File: src/rtl/mic_mul_seq.sv
// Shift-and-add 16x16 multiplier (low half) that time-shares
// an external mic_alu for every add and every doubling step.
module mic_mul_seq #(
  parameter int WIDTH = 16
) (
  input  logic             clk,
  input  logic             rst,
  input  logic             start,
  input  logic [WIDTH-1:0] a,
  input  logic [WIDTH-1:0] b,
  output logic             busy,
  output logic             done,
  output logic [WIDTH-1:0] result,
  output logic [WIDTH-1:0] alu_x,
  output logic [WIDTH-1:0] alu_y,
  output logic             alu_zx,
  output logic             alu_nx,
  output logic             alu_zy,
  output logic             alu_ny,
  output logic             alu_f,
  output logic             alu_no,
  input  logic [WIDTH-1:0] alu_out
);

  typedef enum logic [1:0] {
    IDLE,
    ADD,
    DBL,
    DONE
  } state_t;

  state_t           state;
  logic [WIDTH-1:0] acc;
  logic [WIDTH-1:0] mcand;
  logic [WIDTH-1:0] mplier;

  assign busy = (state == ADD) || (state == DBL);

  // Idle/done park the ALU on its constant-zero function.
  always_comb begin
    alu_x = '0;
    alu_y = '0;
    {alu_zx, alu_nx, alu_zy, alu_ny, alu_f, alu_no} = 6'b101010;
    unique case (state)
      IDLE, DONE: begin
      end
      ADD: begin
        {alu_zx, alu_nx, alu_zy, alu_ny, alu_f, alu_no} = 6'b000010;
        alu_x = acc;
        alu_y = mcand;
      end
      DBL: begin
        {alu_zx, alu_nx, alu_zy, alu_ny, alu_f, alu_no} = 6'b000010;
        alu_x = mcand;
        alu_y = mcand;
      end
    endcase
  end

  always_ff @(posedge clk) begin
    if (rst) begin
      state  <= IDLE;
      acc    <= '0;
      mcand  <= '0;
      mplier <= '0;
      result <= '0;
      done   <= 1'b0;
    end else begin
      done <= 1'b0;
      unique case (state)
        IDLE: begin
          if (start) begin
            acc    <= '0;
            mcand  <= a;
            mplier <= b;
            state  <= (b == '0) ? DONE : ADD;
          end
        end
        ADD: begin
          if (mplier[0]) acc <= alu_out;
          state <= DBL;
        end
        DBL: begin
          mcand  <= alu_out;
          mplier <= mplier >> 1;
          // Remaining multiplier bits double as the loop counter.
          state  <= (mplier[WIDTH-1:1] == '0) ? DONE : ADD;
        end
        DONE: begin
          result <= acc;
          done   <= 1'b1;
          state  <= IDLE;
        end
      endcase
    end
  end

endmodule

File: config.mk
export PLATFORM = sky130hd
export DESIGN_NAME = mic_mul_seq
export DESIGN_NICKNAME = d
export VERILOG_FILES = /design/src/rtl/mic_mul_seq.sv
export SDC_FILE = /design/constraint.sdc
export NUM_CORES = 1
export LEC_CHECK = 0
export BUFFER_PORTS_ARGS = -buffer_cell sky130_fd_sc_hd__buf_2
export CAP_MARGIN = 5
export CORE_MARGIN = 2
export CORE_UTILIZATION = 46
export CTS_CLUSTER_DIAMETER = 50
export DETAILED_ROUTE_END_ITERATION = 16
export PLACE_DENSITY = 0.74
export SYNTH_ARGS = -nofsm -noshare
export SYNTH_HDL_FRONTEND = slang
export SYNTH_SLANG_ARGS = --single-unit
File: constraint.sdc
create_clock -name clk -period 1.94 [get_ports clk]
set_clock_uncertainty 0.15 [all_clocks]
set_input_delay 0 -clock clk [delete_from_list [all_inputs] [get_ports clk]]
set_output_delay 0 -clock clk [all_outputs]
set_load 0.02 [all_outputs]
# Word-level counts from Yosys, hierarchy flattened
# Index checks and enable logic that the tools add are counted.
[word_totals] word_cells=35 regBits=67 inputBits=51 out_inout_bits=56
[classes] eq_ne=5 mux=15 reduce_logical=9
[op_table] op="$pmux 16 s2" count=4
[op_table] op="$mux 16" count=5
[op_table] op="$logic_not 16->1" count=1
[op_table] op="$logic_not 15->1" count=1
[op_table] op="$pmux 2 s4" count=1
[op_table] op="$mux 2" count=3
[op_table] op="$eq 2x2->1 const B" count=2
[op_table] op="$ne 2x2->1 const B" count=2
[op_table] op="$reduce_bool 2->1" count=2
[op_table] op="$reduce_and 3->1" count=1
[op_table] op="$eq 2x1->1 const B" count=1
[op_table] op="$logic_not 2->1" count=1
[op_table] op="$mux 1" count=2
[op_table] op="$reduce_and 2->1" count=1
[op_table] op="$reduce_or 2->1" count=1
[op_table] op="$logic_or 1x1->1" count=1

# Logic depth before layout (Yosys ltp)
[depth] word_depth=4 mapped_depth=8 ltp_nobuf=6

# Worst setup path before layout
# No wires, ideal clock.
[synth_timing] path_type="register to output" from="register state[0]" to="output alu_x[0]" arrival_time_ns=1.748 t_required_ns=1.790 path_buffers=2 path_slack_ns=0.042 stages_incl_launch_ff=7 cell_sequence="dfxtp_1 -> inv_1 -> ha_1 -> and2_1 -> clkbuf_1 -> buf_2 -> a22o_1"
[synth_between] elab_chain_len=2 word_cells_on_any_way=3 cone_classes="2 x eq/ne; 1 x mux"
[synth_rtl] element="start, declared" line="32" rtl="state_t state;"
[synth_rtl] element="start signal, assigned" line="76" rtl="state <= (b == '0) ? DONE : ADD;"
[synth_rtl] element="start signal, assigned" line="87" rtl="state <= (mplier[WIDTH-1:1] == '0) ? DONE : ADD;"
[synth_rtl] element="$eq 2x2->1 / $eq 2x1->1 (equally long branches)" line="44" rtl="unique case (state)"
[synth_rtl] element="$pmux 16 s2 (*)" line="44"
[synth_rtl] element="end, declared" line="14" rtl="output logic [WIDTH-1:0] alu_x,"
# Every way passes the cells marked *; elsewhere a longest branch is shown, timed or not.

# Worst setup path after layout
[layout_timing] from="register state[0]" to="output alu_x[3]"
# Same word-level chain as after synthesis.

==> impl_metrics.tcl <==
set metrics [dict create \
    status "completed" \
    synth-seq-cells 67 \
    period_needed_ns 1.91 \
    htreeDepth 3 \
    synthCells 327 \
    detail_route.iter0.violations 222 \
    gp_congestion 0.778 \
    cp-start-kind "flop" \
    die_area_um2 7380 \
    path_buf_inv 4 \
    yosysUniqueCellTypes 29 \
    numPortBuffers 102 \
    fin_cells 557 \
    synth_warnings 0 \
    drive_gt1_share_pct 30.8 \
    crit_arrival_ns 1.76 \
    crit_required_ns 1.79 \
    final_cell_mix "94 x buf_2, 67 x nor2_1, 65 x dfxtp_1, 51 x dlygate4sd3_1, 48 x mux2i_1" \
    wire_per_inst_um 15.9 \
    num_rows 29 \
    initial_core_util_pct 48.1 \
    cts_sinks 67 \
    root_buffer "clkbuf_8" \
    cts_buffer_depth 2 \
    overflow 0 \
    drv_slew 0 \
    rsz0062_at_grt "true" \
    power_density_nw_per_um2 897 \
    grt.total_usage_pct 23.9 \
    final_common_cell "buf_2" \
    routed_wl_um 8870 \
    hp-start "alu_out[1]" \
    finalSetupViolations 0 \
    antenna_found_initial 0 \
    path_common_cell "buf_6" \
    ir_drop_v 0.000482 \
    max_freq_mhz 524 \
    routed_via_density 5.38 \
    synth_ff_type "dfxtp_1" \
    areaGrowthSynthToFinish_pct 44.9 \
    dpl.hpwl_um 5300 \
    hold-path-cell-count 4 \
    syn_area_um2 3090 \
    post-place-ws_ns -0.0298 \
    first_pass_iters 4 \
    grt_pass1_wl_um 13900 \
    grt_start_max_net_pins 41 \
    crit_start "state[0]" \
    die_w_um 85.9 \
    post_cts.repair.setup_buffers 0 \
    postSynth.asyncResetShare_pct 0 \
    die_y_um 85.9 \
    critPathSlowestCell "dfxtp_4" \
    crit_family "buffers and inverters" \
    setup_ws_ns 0.0303 \
    hold_viol 0 \
    r2r-start "state[0]" \
    num_vias 2998 \
    path_cells "inv_4, ha_4, buf_6, and2_4, buf_6, a22o_1, buf_4" \
    critPathKind "flop to primary output" \
    ios 107 \
    cap_violations 0 \
    nNetsFinal 531 \
    worstSetupEndpointType "primary output" \
    critical_path_cell_count 7 \
    n_antenna_cell 0 \
    core_um2 6420 \
    synth_area_per_cell_um2 9.44 \
    drc 0 \
    clkTransAtPathRegs_ns 0.08 \
    cts_tree "yes" \
    grt_pass1_vias 2961 \
    leakage_nw 1.90 \
    rr_worst_depth 6 \
    place_inst 488 \
    clkLatencyLatePin_ns 0.33 \
    min_path_type "primary input to flop" \
    slowest_delay_ns 0.38 \
    cts_buffers 9 \
    period_share_pct 98.4 \
    synth_edf_count 0 \
    postRouteAntennaNets 0 \
    ys_seq_area_share_pct 43.5 \
    cp_max_fo 8 \
]
==> where the power goes <==
part | internal, mW | total [mW] | switching [mW]
Sequential | 1.52 | 1.64 | 0.121
Clock | 0.629 | 1.17 | 0.539
Combinational | 0.528 | 1.20 | 0.671
==> metal layers <==
layer	up-vias	GRT usage (%)	wire length, um
met3	18	5.20	540
li1	1462	-	-
met1	1392	29.2	3780
met5	-	0	0
met2	126	40.8	4380
met4	0	9.52	166
==> cell usage after synthesis, types with 2 or more instances <==
master	number	area [um^2]
inv_1	3	11.3
and2_1	17	106
clkbuf_1	9	33.8
buf_2	14	70.1
dfxtp_1	67	1340
buf_1	3	11.3
ha_1	5	62.6
nor4_1	5	31.3
a22o_1	16	140
a211oi_1	32	240
nor2_1	67	251
a22oi_1	16	120
nor2b_1	2	12.5
buf_4	7	52.6
conb_1	2	7.51
mux2i_1	48	480
nand2b_1	2	12.5
==> sequential cells by signal, indices dropped and copies added (netlist names) <==
register,flops
done,1
mcand,16
mplier,16
result,16
acc,16
state,2
==> worst register-to-register path, cell delays in order, from the launching register on <==
cell	delay, ns
dfxtp_4	0.36
inv_4	0.10
ha_4	0.16
or4b_1	0.45
nor3_2	0.12
nand4_1	0.12
a311oi_1	0.28
==> cell type report <==
cell class | count | area, um^2
well taps | 77 | 96.3
clock inverters | 6 | 65.1
inverters | 3 | 16.3
flip-flops and latches | 67 | 1350
repair buffers | 167 | 1180
fillers | 494 | 1950
multi-input cells | 227 | 1630
clock buffers | 10 | 138
==> kinds of logic after synthesis <==
logic type	after synthesis	synth area share (%)
simple gates	101	15.5
buf+inv	36	5.80
mux	49	15.9
flops	67	43.5
compound gates	67	17.0
other cells	2	0.243
fa+ha+maj	5	2.03
==> path summary, 6_finish.rpt <==
path                                    to  slack (ns)
worst min register to register  result[14]        0.34
worst min-delay path                acc[1]        0.32
worst max register to register    state[1]        0.11
worst max-delay path              alu_x[3]        0.03
==> repair_timing <==
action | in CTS | in global routing
gates cloned | 1 | 1
resized for setup | 8 | 21
endpoints found under the setup margin | 17 | 56
endpoints found under the hold margin | 65 | 0
hold buffers | 51 | 0
pin swaps | 0 | 1
==> through the flow <==
step	power, mW	hold slack [ns]	TNS, ns	util [%]	area, um^2
6_report	4.01	0.325	0	69.6	4470
5_1_grt	4.20	0.350	-0.0262	69.6	4470
4_1_cts	3.95	0.312	-0.188	68.4	4390
3_5_place_dp	2.71	0.126	-0.156	57.0	3660
3_3_place_gp	2.68	0.118	0	57.0	3660
2_1_floorplan	2.38	0.0117	0	-	3090
Note: power is estimated with default switching activity, not from simulation.
